`src/rtl/sent_tx_pkg.sv`:
```
// Shared SENT TX CRC definitions: generator mode codes, done codes, length and FSM encodings.
// Also holds the fast-channel masking helpers used when presenting a job to the generator.
package sent_tx_pkg;

    localparam int unsigned DATA_W   = 24;
    localparam int unsigned MODE_W   = 3;
    localparam int unsigned DONE_W   = 2;
    localparam int unsigned FC_CRC_W = 4;
    localparam int unsigned SC_CRC_W = 6;

    localparam logic [MODE_W-1:0] CRC_OFF = 3'b000;
    localparam logic [MODE_W-1:0] CRC_FC6 = 3'b001;
    localparam logic [MODE_W-1:0] CRC_FC4 = 3'b010;
    localparam logic [MODE_W-1:0] CRC_FC3 = 3'b011;
    localparam logic [MODE_W-1:0] CRC_SER = 3'b101;

    localparam logic [DONE_W-1:0] DONE_NONE = 2'b00;
    localparam logic [DONE_W-1:0] DONE_4B   = 2'b01;
    localparam logic [DONE_W-1:0] DONE_6B   = 2'b10;

    typedef enum logic [1:0] {
        FC_LEN3    = 2'd0,
        FC_LEN4    = 2'd1,
        FC_LEN6    = 2'd2,
        FC_LEN_INV = 2'd3
    } fc_len_e;

    typedef enum logic [1:0] {
        ST_IDLE  = 2'd0,
        ST_ISSUE = 2'd1,
        ST_WAIT  = 2'd2,
        ST_RESP  = 2'd3
    } state_e;

    // Identity of the job currently owning the generator
    typedef struct packed {
        logic    is_sc;
        fc_len_e len;
    } job_t;

    function automatic logic [MODE_W-1:0] fc_mode(input fc_len_e len);
        case (len)
            FC_LEN3: return CRC_FC3;
            FC_LEN4: return CRC_FC4;
            FC_LEN6: return CRC_FC6;
            default: return CRC_OFF;
        endcase
    endfunction

    function automatic logic [DATA_W-1:0] fc_mask(input fc_len_e len, input logic [DATA_W-1:0] d);
        case (len)
            FC_LEN3: return {12'h000, d[11:0]};
            FC_LEN4: return {8'h00, d[15:0]};
            FC_LEN6: return d;
            default: return '0;
        endcase
    endfunction

endpackage

```
`src/rtl/sent_tx_rr_arb2.sv`:
```
// Two-input round-robin arbiter between fast (fc) and slow (sc) channel requesters.
// Holds the served-last flag; resets to slow so fast wins the first tie.
module sent_tx_rr_arb2 (
    input  logic clk,
    input  logic rst_n,
    input  logic req_fc_i,
    input  logic req_sc_i,
    input  logic upd_i,
    input  logic upd_sc_i,
    output logic win_vld_c_o,
    output logic win_sc_c_o
);

    logic last_sc_q;
    logic last_sc_d;

    always_comb begin
        last_sc_d = last_sc_q;
        if (upd_i) begin
            last_sc_d = upd_sc_i;
        end
    end

    always_ff @(posedge clk or negedge rst_n) begin
        if (!rst_n) begin
            last_sc_q <= 1'b1;
        end else begin
            last_sc_q <= last_sc_d;
        end
    end

    // Slow wins alone, or on a tie when fast was served last
    assign win_vld_c_o = req_fc_i | req_sc_i;
    assign win_sc_c_o  = req_sc_i & (~req_fc_i | ~last_sc_q);

endmodule

```
`src/rtl/sent_tx_crc_ctrl.sv`:
```
// Shares one SENT TX CRC generator between the fast-channel and slow-channel builders.
// One job at a time: arbitrate, issue mode code and data, wait for done, return the CRC.
module sent_tx_crc_ctrl
    import sent_tx_pkg::*;
#(
    parameter int unsigned TIMEOUT_CYC = 4
) (
    input  logic                clk_tx,
    input  logic                reset_n_tx,
    input  logic                fc_req_i,
    input  logic [1:0]          fc_len_i,
    input  logic [DATA_W-1:0]   fc_data_i,
    output logic                fc_gnt_o,
    output logic [FC_CRC_W-1:0] fc_crc_o,
    output logic                fc_crc_valid_o,
    input  logic                sc_req_i,
    input  logic [DATA_W-1:0]   sc_data_i,
    output logic                sc_gnt_o,
    output logic [SC_CRC_W-1:0] sc_crc_o,
    output logic                sc_crc_valid_o,
    output logic [MODE_W-1:0]   enable_crc_gen_o,
    output logic [DATA_W-1:0]   data_gen_crc_o,
    input  logic [SC_CRC_W-1:0] crc_gen_i,
    input  logic [DONE_W-1:0]   done_i,
    output logic                busy_o,
    output logic                err_o
);

    localparam int unsigned CNT_W   = 3;
    localparam logic [CNT_W-1:0] CNT_MAX = '1;
    localparam logic [CNT_W-1:0] CNT_TO  = CNT_W'(TIMEOUT_CYC - 1);

    state_e               state_q, state_d;
    job_t                 job_q, job_d;
    logic [CNT_W-1:0]     cnt_q, cnt_d;
    logic                 fc_gnt_q, fc_gnt_d;
    logic                 sc_gnt_q, sc_gnt_d;
    logic [FC_CRC_W-1:0]  fc_crc_q, fc_crc_d;
    logic [SC_CRC_W-1:0]  sc_crc_q, sc_crc_d;
    logic                 fc_vld_q, fc_vld_d;
    logic                 sc_vld_q, sc_vld_d;
    logic [MODE_W-1:0]    en_q, en_d;
    logic [DATA_W-1:0]    data_q, data_d;
    logic                 busy_q, busy_d;
    logic                 err_q, err_d;

    logic                 arb_vld_c;
    logic                 arb_sc_c;
    logic                 arb_upd_c;
    logic [DONE_W-1:0]    exp_done_c;
    fc_len_e              fc_len_c;

    sent_tx_rr_arb2 u_arb (
        .clk         (clk_tx),
        .rst_n       (reset_n_tx),
        .req_fc_i    (fc_req_i),
        .req_sc_i    (sc_req_i),
        .upd_i       (arb_upd_c),
        .upd_sc_i    (job_q.is_sc),
        .win_vld_c_o (arb_vld_c),
        .win_sc_c_o  (arb_sc_c)
    );

    assign fc_len_c   = fc_len_e'(fc_len_i);
    assign exp_done_c = job_q.is_sc ? DONE_6B : DONE_4B;

    // Next-state and registered-output decode; outputs are set on the edge entering their state
    always_comb begin
        state_d   = state_q;
        job_d     = job_q;
        cnt_d     = cnt_q;
        fc_gnt_d  = 1'b0;
        sc_gnt_d  = 1'b0;
        fc_crc_d  = fc_crc_q;
        sc_crc_d  = sc_crc_q;
        fc_vld_d  = 1'b0;
        sc_vld_d  = 1'b0;
        en_d      = CRC_OFF;
        data_d    = data_q;
        err_d     = 1'b0;
        arb_upd_c = 1'b0;

        case (state_q)
            ST_IDLE: begin
                if (arb_vld_c) begin
                    state_d     = ST_ISSUE;
                    job_d.is_sc = arb_sc_c;
                    job_d.len   = fc_len_c;
                    fc_gnt_d    = ~arb_sc_c;
                    sc_gnt_d    = arb_sc_c;
                    if (arb_sc_c) begin
                        en_d   = CRC_SER;
                        data_d = sc_data_i;
                    end else if (fc_len_c == FC_LEN_INV) begin
                        err_d  = 1'b1;
                    end else begin
                        en_d   = fc_mode(fc_len_c);
                        data_d = fc_mask(fc_len_c, fc_data_i);
                    end
                end
            end
            ST_ISSUE: begin
                arb_upd_c = 1'b1;
                cnt_d     = '0;
                if (!job_q.is_sc && job_q.len == FC_LEN_INV) begin
                    state_d = ST_IDLE;
                end else begin
                    state_d = ST_WAIT;
                end
            end
            ST_WAIT: begin
                if (done_i != DONE_NONE) begin
                    if (done_i == exp_done_c) begin
                        state_d = ST_RESP;
                        if (job_q.is_sc) begin
                            sc_crc_d = crc_gen_i;
                            sc_vld_d = 1'b1;
                        end else begin
                            fc_crc_d = crc_gen_i[FC_CRC_W-1:0];
                            fc_vld_d = 1'b1;
                        end
                    end else begin
                        state_d = ST_IDLE;
                        err_d   = 1'b1;
                    end
                end else if (cnt_q >= CNT_TO) begin
                    state_d = ST_IDLE;
                    err_d   = 1'b1;
                end else if (cnt_q != CNT_MAX) begin
                    cnt_d = cnt_q + CNT_W'(1);
                end
            end
            ST_RESP: begin
                state_d = ST_IDLE;
            end
            default: begin
                state_d = ST_IDLE;
            end
        endcase

        busy_d = (state_d != ST_IDLE);
    end

    always_ff @(posedge clk_tx or negedge reset_n_tx) begin
        if (!reset_n_tx) begin
            state_q  <= ST_IDLE;
            job_q    <= '0;
            cnt_q    <= '0;
            fc_gnt_q <= 1'b0;
            sc_gnt_q <= 1'b0;
            fc_crc_q <= '0;
            sc_crc_q <= '0;
            fc_vld_q <= 1'b0;
            sc_vld_q <= 1'b0;
            en_q     <= CRC_OFF;
            data_q   <= '0;
            busy_q   <= 1'b0;
            err_q    <= 1'b0;
        end else begin
            state_q  <= state_d;
            job_q    <= job_d;
            cnt_q    <= cnt_d;
            fc_gnt_q <= fc_gnt_d;
            sc_gnt_q <= sc_gnt_d;
            fc_crc_q <= fc_crc_d;
            sc_crc_q <= sc_crc_d;
            fc_vld_q <= fc_vld_d;
            sc_vld_q <= sc_vld_d;
            en_q     <= en_d;
            data_q   <= data_d;
            busy_q   <= busy_d;
            err_q    <= err_d;
        end
    end

    assign fc_gnt_o         = fc_gnt_q;
    assign sc_gnt_o         = sc_gnt_q;
    assign fc_crc_o         = fc_crc_q;
    assign sc_crc_o         = sc_crc_q;
    assign fc_crc_valid_o   = fc_vld_q;
    assign sc_crc_valid_o   = sc_vld_q;
    assign enable_crc_gen_o = en_q;
    assign data_gen_crc_o   = data_q;
    assign busy_o           = busy_q;
    assign err_o            = err_q;

endmodule

```
`config.mk`:
```
export PLATFORM = sky130hd
export DESIGN_NAME = sent_tx_crc_ctrl
export DESIGN_NICKNAME = d
export VERILOG_FILES = /design/src/rtl/sent_tx_pkg.sv /design/src/rtl/sent_tx_rr_arb2.sv /design/src/rtl/sent_tx_crc_ctrl.sv
export SDC_FILE = /design/constraint.sdc
export NUM_CORES = 1
export LEC_CHECK = 0
export CORE_MARGIN = 5
export CORE_UTILIZATION = 40
export DETAILED_ROUTE_END_ITERATION = 10
export PLACE_DENSITY = 0.78
export SLEW_MARGIN = 25
export SYNTH_ARGS = -nofsm -noshare
export SYNTH_HDL_FRONTEND = slang
export SYNTH_SLANG_ARGS = --single-unit
```
`constraint.sdc`:
```
create_clock -name clk_tx -period 1.76 [get_ports clk_tx]
set_input_delay 0.176 -clock clk_tx [delete_from_list [all_inputs] [get_ports clk_tx]]
set_output_delay 0.176 -clock clk_tx [all_outputs]
set_load 0.02 [all_outputs]
```
# Word-level counts from Yosys, hierarchy flattened

Cells that the tools add are included.

Magnitude comparators: 1
Equal/unequal tests: 13
Reductions and logical operators: 12
Add/sub/neg operators: 1
Bitwise gates (word level): 7
Multiplexer cells: 39

Operator list:

| kind                  | count |
|---|---|
| $pmux W24 S3          | 1 |
| $mux W24              | 2 |
| $mux W1               | 19 |
| $mux W3               | 6 |
| $mux W2               | 7 |
| $reduce_and A4 Y1     | 3 |
| $eq A2 B2 Y1 const B  | 5 |
| $ne A2 B2 Y1 const B  | 4 |
| $pmux W2 S4           | 1 |
| $pmux W2 S3           | 1 |
| $pmux W3 S2           | 1 |
| $reduce_bool A2 Y1    | 3 |
| $eq A2 B1 Y1 const B  | 2 |
| $logic_not A2 Y1      | 2 |
| $not A1 Y1            | 4 |
| $add A3 B1 Y3 const B | 1 |
| $ge A3 B2 Y1 const B  | 1 |
| $ne A3 B3 Y1 const B  | 1 |
| $reduce_and A3 Y1     | 1 |
| $eq A2 B2 Y1          | 1 |
| $or A1 B1 Y1          | 2 |
| $pmux W1 S2           | 1 |
| $reduce_and A2 Y1     | 1 |
| $and A1 B1 Y1         | 1 |
| other kinds (2)       | 2 |

Logic and storage cells: 88
Output and inout port bits: 43
Flip-flop bits (word level): 52

# Longest topological paths before layout

Depth after elaboration: 6
Depth in mapped cells: 6

# Hierarchy

From an unflattened synthesis, not the netlist that was laid out.

Cell total of the unflattened synthesis: 184
Area total of the unflattened synthesis: 2432.3 um2

By module, submodules not included:

| module           | area an instance (um2) | instances | cells an instance | seq. area each (um2) |
|---|---|---|---|---|
| sent_tx_crc_ctrl | 2377.3                 | 1         | 180               | 1251.2 |
| sent_tx_rr_arb2  | 55.1                   | 1         | 4                 | 26.3 |

# Worst setup path before layout

Ideal clock, no wire load.

Kind: reg-to-reg
From: register cnt_q[0]
To: register cnt_q[0]
Stages on the path, launching flop included: 6
Data required time: 1.681 ns
Setup time: 0.079 ns
Clock period less this slack: 1.619 ns
Arrival time: 1.539 ns
Buffers on the path: 0
Path slack: 0.141 ns
Cells stage by stage: dfrtp_1 -> ha_1 -> ha_1 -> a211oi_1 -> and4b_1 -> mux2i_1

Word-level cells in the longest chain between the ends: 5
Elaborated cells between the ends (all ways): 10
Classes of those cells: add/sub (1); order compare (1); eq/ne (3); mux (4); reduce/logical (1)

RTL lines:

| what                     | line                    | text |
|---|---|---|
| start: declaration       | sent_tx_crc_ctrl.sv:35  | `logic [CNT_W-1:0] cnt_q, cnt_d;` |
| start signal: assignment | sent_tx_crc_ctrl.sv:162 | `cnt_q <= cnt_d;` |
| $add A3 B1 Y3            | sent_tx_crc_ctrl.sv:130 | `cnt_d = cnt_q + CNT_W'(1);` |
| $mux W3                  | sent_tx_crc_ctrl.sv:129 | `end else if (cnt_q != CNT_MAX) begin` |
| $mux W3                  | sent_tx_crc_ctrl.sv:126 | `end else if (cnt_q >= CNT_TO) begin` |
| $mux W3                  | sent_tx_crc_ctrl.sv:112 | `if (done_i != DONE_NONE) begin` |
| $pmux W3 S2              | sent_tx_crc_ctrl.sv:83  | `case (state_q)` |

Parallel ways exist; a longest one is shown, timed or not. The select of a mux whose other input is x is not followed.
A chain may end at the register's enable or synchronous reset.

# Worst setup path after layout

From: register cnt_q[1]
To: register cnt_q[1]

Same word-level chain as after synthesis.

==> out/qor.yml <==
synthToLayoutAreaGrowth_pct: 50.48
maximum_number_of_pins_on_one_net_before_global_route_repair: 52
timing.final.hold_violations: 0
rr_endpoint: "cnt_q[1]"
cp_max_fo: 3
required_time_at_the_endpoint_of_the_critical_path_ns: 1.99
grt_first_pass_wirelength_um: 10120
critPathLaunch: "cnt_q[1]"
clock_sinks: 51
syn-instance-count: 212
worstReg2RegStart: "cnt_q[1]"
floorplan.core_area_um2: 5991
cts_made_buffers: 5
tritoncts: "built"
synth_nets: 277
mappedNetlistArea_um2: 2489
io_buffers: 104
fmaxAchievable_mhz: 625.9
rsz0062_at_grt: "no"
placed_cells: 387
postSynthRegisterBits: 51
finalWirelength_um: 6424
die_h_um: 88.88
postLayoutSetupSlackWorst_ns: 0.1623
grt_pass1_vias: 2109
path_depth: 5
slew_headroom_pct: 69.84
rows: 28
tightest_slew_ns: 0.4525
detail_route.wl_per_cell_um: 16.18
cpPeakStageDelay_ns: 0.42
total_power_uw: 5541
drive_gt1_share_pct: 13.98
cts.htree.levels: 2
fin_setup_tns_ns: 0
async_reset_ff_share_pct: 100.0
worstSetupEndpoint: "cnt_q[1]"
slowest_stage: "sky130_fd_sc_hd__dfrtp_1"
synth-main-ff-cell: "sky130_fd_sc_hd__dfrtp_1"
final_layout_worst_hold_slack_ns: 0.3992
fin_skew_ns: 0.006244
kind_of_launch_point_of_the_worst_setup_path: "register"
drtIter0Drc: 65
synth_largest_type_area_fraction_pct: 50.28
vdd_ir_drop_max_uv: 788.6
cts_root_buf: "sky130_fd_sc_hd__clkbuf_8"
num_antenna_cells: 0
maximum_clock_insertion_buffer_count: 2
synth_cell_types: 42
worstPathCellList: "ha_1 > ha_1 > a211oi_2 > and4b_2 > mux2i_1"
fp.dieArea_um2: 7899
synth_edf_count: 0
groute.usage.overall_pct: 16.69
die_width_um: 88.88
vias: 2027
static-leakage-power_uw: 0.001678
synth_top_cells_by_area: "sky130_fd_sc_hd__dfrtp_1, sky130_fd_sc_hd__mux2i_1, sky130_fd_sc_hd__mux2_2, sky130_fd_sc_hd__a2bb2oi_1, sky130_fd_sc_hd__a21o_1"
clk-insertion-delay-late_ns: 0.30
cp_num_buf_inv: 0
grt-ovfl-total: 0
endpoint_kind: "register"
detail_route.first_pass.iterations: 4
timing.final.max_slew_violations: 0
timing.final.crit_period_ns: 1.598
reg2reg_setup_slack_ns: 0.16
power.density_nw_per_um2: 1480
hold_class: "in -> async"
initial_core_util_pct: 41.54
outcome: "complete, no violations"
synthDominantAreaCellType: "sky130_fd_sc_hd__dfrtp_1"
place_congestion: 0.7987
setup_viol_count_final: 0
layout.cells.non_filler: 397
criticalPathCategory: "reg -> reg"
cap_violations: 0
clkTransAtPathRegs_ns: 0.09
dp_hpwl_um: 4901
critical-path-top-cell-by-count: "sky130_fd_sc_hd__ha_1"
drc: 0
route.detailed.vias_per_inst: 5.106
floorplan.io_pins: 105
seq_area_frac_synth_pct: 51.33
antenna_left: 0
worstRegToRegCells: 5
postSynthAreaPerCell_um2: 11.74
dp_worst_setup_slack_ns: 0.02427
grt_antenna_before_repair: 0
arrival_time_at_the_worst_endpoint_ns: 1.83
synth_warnings: 0
crit_family: "flip-flops"
numnets_final: 386
fin_crit_sh_pct: 90.78
[per-layer routing]
metal / wire (µm) / up-vias / global-route usage, %
met5: 0 / - / 0
met4: 114 / 0 / 6.044
met3: 431 / 10 / 3.538
met2: 3210 / 61 / 27.13
met1: 2668 / 971 / 21.99
li1: - / 985 / -
[tightest hold or removal path: stages]
cell and delay (ns):
sky130_fd_sc_hd__dlygate4sd3_1 0.53, sky130_fd_sc_hd__buf_2 0.12, sky130_fd_sc_hd__buf_12 0.26
[power by group]
| group | total, µW | internal [µW] | switching [µW] |
|---|---|---|---|
| clock network | 650 | 278 | 371 |
| registers | 1960 | 1690 | 274 |
| logic | 2930 | 1520 | 1410 |
| total | 5540 | 3490 | 2050 |
[state kept, by name, summed over array words and instances, names as in the netlist]
signal	count
cnt_q	3
u_arb.last_sc_q	1
sc_crc_o	6
enable_crc_gen_o	3
fc_crc_valid_o	1
state_q	2
data_gen_crc_o	24
busy_o	1
fc_crc_o	4
fc_gnt_o	1
err_o	1
job_q	3
sc_crc_valid_o	1
[repair_timing]
item | 4_1_cts | 5_1_grt
gates resized for setup | 0 | 2
endpoints found under the setup margin | 0 | 3
hold buffers | 1 | 0
hold endpoints to repair | 50 | 0
buffers inserted | 0 | 1
[synth_stat cells, types with 2 or more instances]
master / number
sky130_fd_sc_hd__a21o_1: 12
sky130_fd_sc_hd__a2bb2oi_1: 12
sky130_fd_sc_hd__a32oi_1: 10
sky130_fd_sc_hd__a32oi_2: 2
sky130_fd_sc_hd__buf_2: 7
sky130_fd_sc_hd__buf_4: 2
sky130_fd_sc_hd__buf_6: 4
sky130_fd_sc_hd__clkbuf_1: 4
sky130_fd_sc_hd__dfrtp_1: 50
sky130_fd_sc_hd__ha_1: 3
sky130_fd_sc_hd__inv_1: 16
sky130_fd_sc_hd__mux2_2: 12
sky130_fd_sc_hd__mux2i_1: 19
sky130_fd_sc_hd__nand2_1: 12
sky130_fd_sc_hd__nand3_1: 4
sky130_fd_sc_hd__nor2_1: 7
sky130_fd_sc_hd__nor3_1: 2
sky130_fd_sc_hd__o211ai_1: 8
sky130_fd_sc_hd__o21ai_0: 3
[through the flow]
stage / util [%] / cell area [µm²]
finish: 62.51 / 3745
global route: 62.51 / 3745
CTS: 62.28 / 3731
detailed placement: 60.69 / 3636
global placement: 60.69 / 3636
floorplan: - / 2489
[logic make-up (layout without fill, tap and decap cells)]
family	count (synthesis)	after routing	share of synthesized area, %
muxes	32	32	13.52
AOI/OAI and AO/OA	58	58	19.71
DFF	51	51	51.33
xor gates and xnor gates	1	1	0.3520
adders and majority gates	3	3	1.508
and+or+nand+nor	33	33	6.537
buffers and inverters	34	144	7.038
[cell usage in the layout, fill, tap and decap left out, types with 2 or more instances in the layout]
cell type / instances
sky130_fd_sc_hd__clkdlybuf4s50_1: 103
sky130_fd_sc_hd__dfrtp_1: 50
sky130_fd_sc_hd__mux2i_1: 19
sky130_fd_sc_hd__inv_1: 16
sky130_fd_sc_hd__buf_4: 13
sky130_fd_sc_hd__nand2_1: 12
sky130_fd_sc_hd__a21o_1: 12
sky130_fd_sc_hd__a2bb2oi_1: 12
sky130_fd_sc_hd__mux2_2: 12
sky130_fd_sc_hd__a32oi_1: 10
sky130_fd_sc_hd__o211ai_1: 8
sky130_fd_sc_hd__nor2_1: 6
sky130_fd_sc_hd__clkbuf_8: 5
sky130_fd_sc_hd__nand3_1: 4
sky130_fd_sc_hd__o21ai_0: 3
sky130_fd_sc_hd__ha_1: 3
sky130_fd_sc_hd__nor3_1: 2
sky130_fd_sc_hd__a32oi_2: 2
sky130_fd_sc_hd__buf_12: 2
[layout make-up]
type / count / area (µm²)
Fill cell: 500 / 2246
Sequential cell: 51 / 1277
Timing Repair Buffer: 120 / 1184
Multi-Input combinational cell: 127 / 1045
Tap cell: 75 / 93.84
Clock buffer: 6 / 72.57
Inverter: 16 / 60.06
Clock inverter: 2 / 12.51
[how the worst min path moves through the flow]
stage | start | end | slack [ns]
4_1_cts | reset_n_tx | enable_crc_gen_o[1] | 0.38
3_3_place_gp | reset_n_tx | data_gen_crc_o[0] | 0.19
3_5_place_dp | reset_n_tx | data_gen_crc_o[0] | 0.19
2_1_floorplan | reset_n_tx | busy_o | -0.12
6_report | reset_n_tx | data_gen_crc_o[0] | 0.40
5_1_grt | reset_n_tx | enable_crc_gen_o[1] | 0.43
Power figures use the tool's default switching activity.
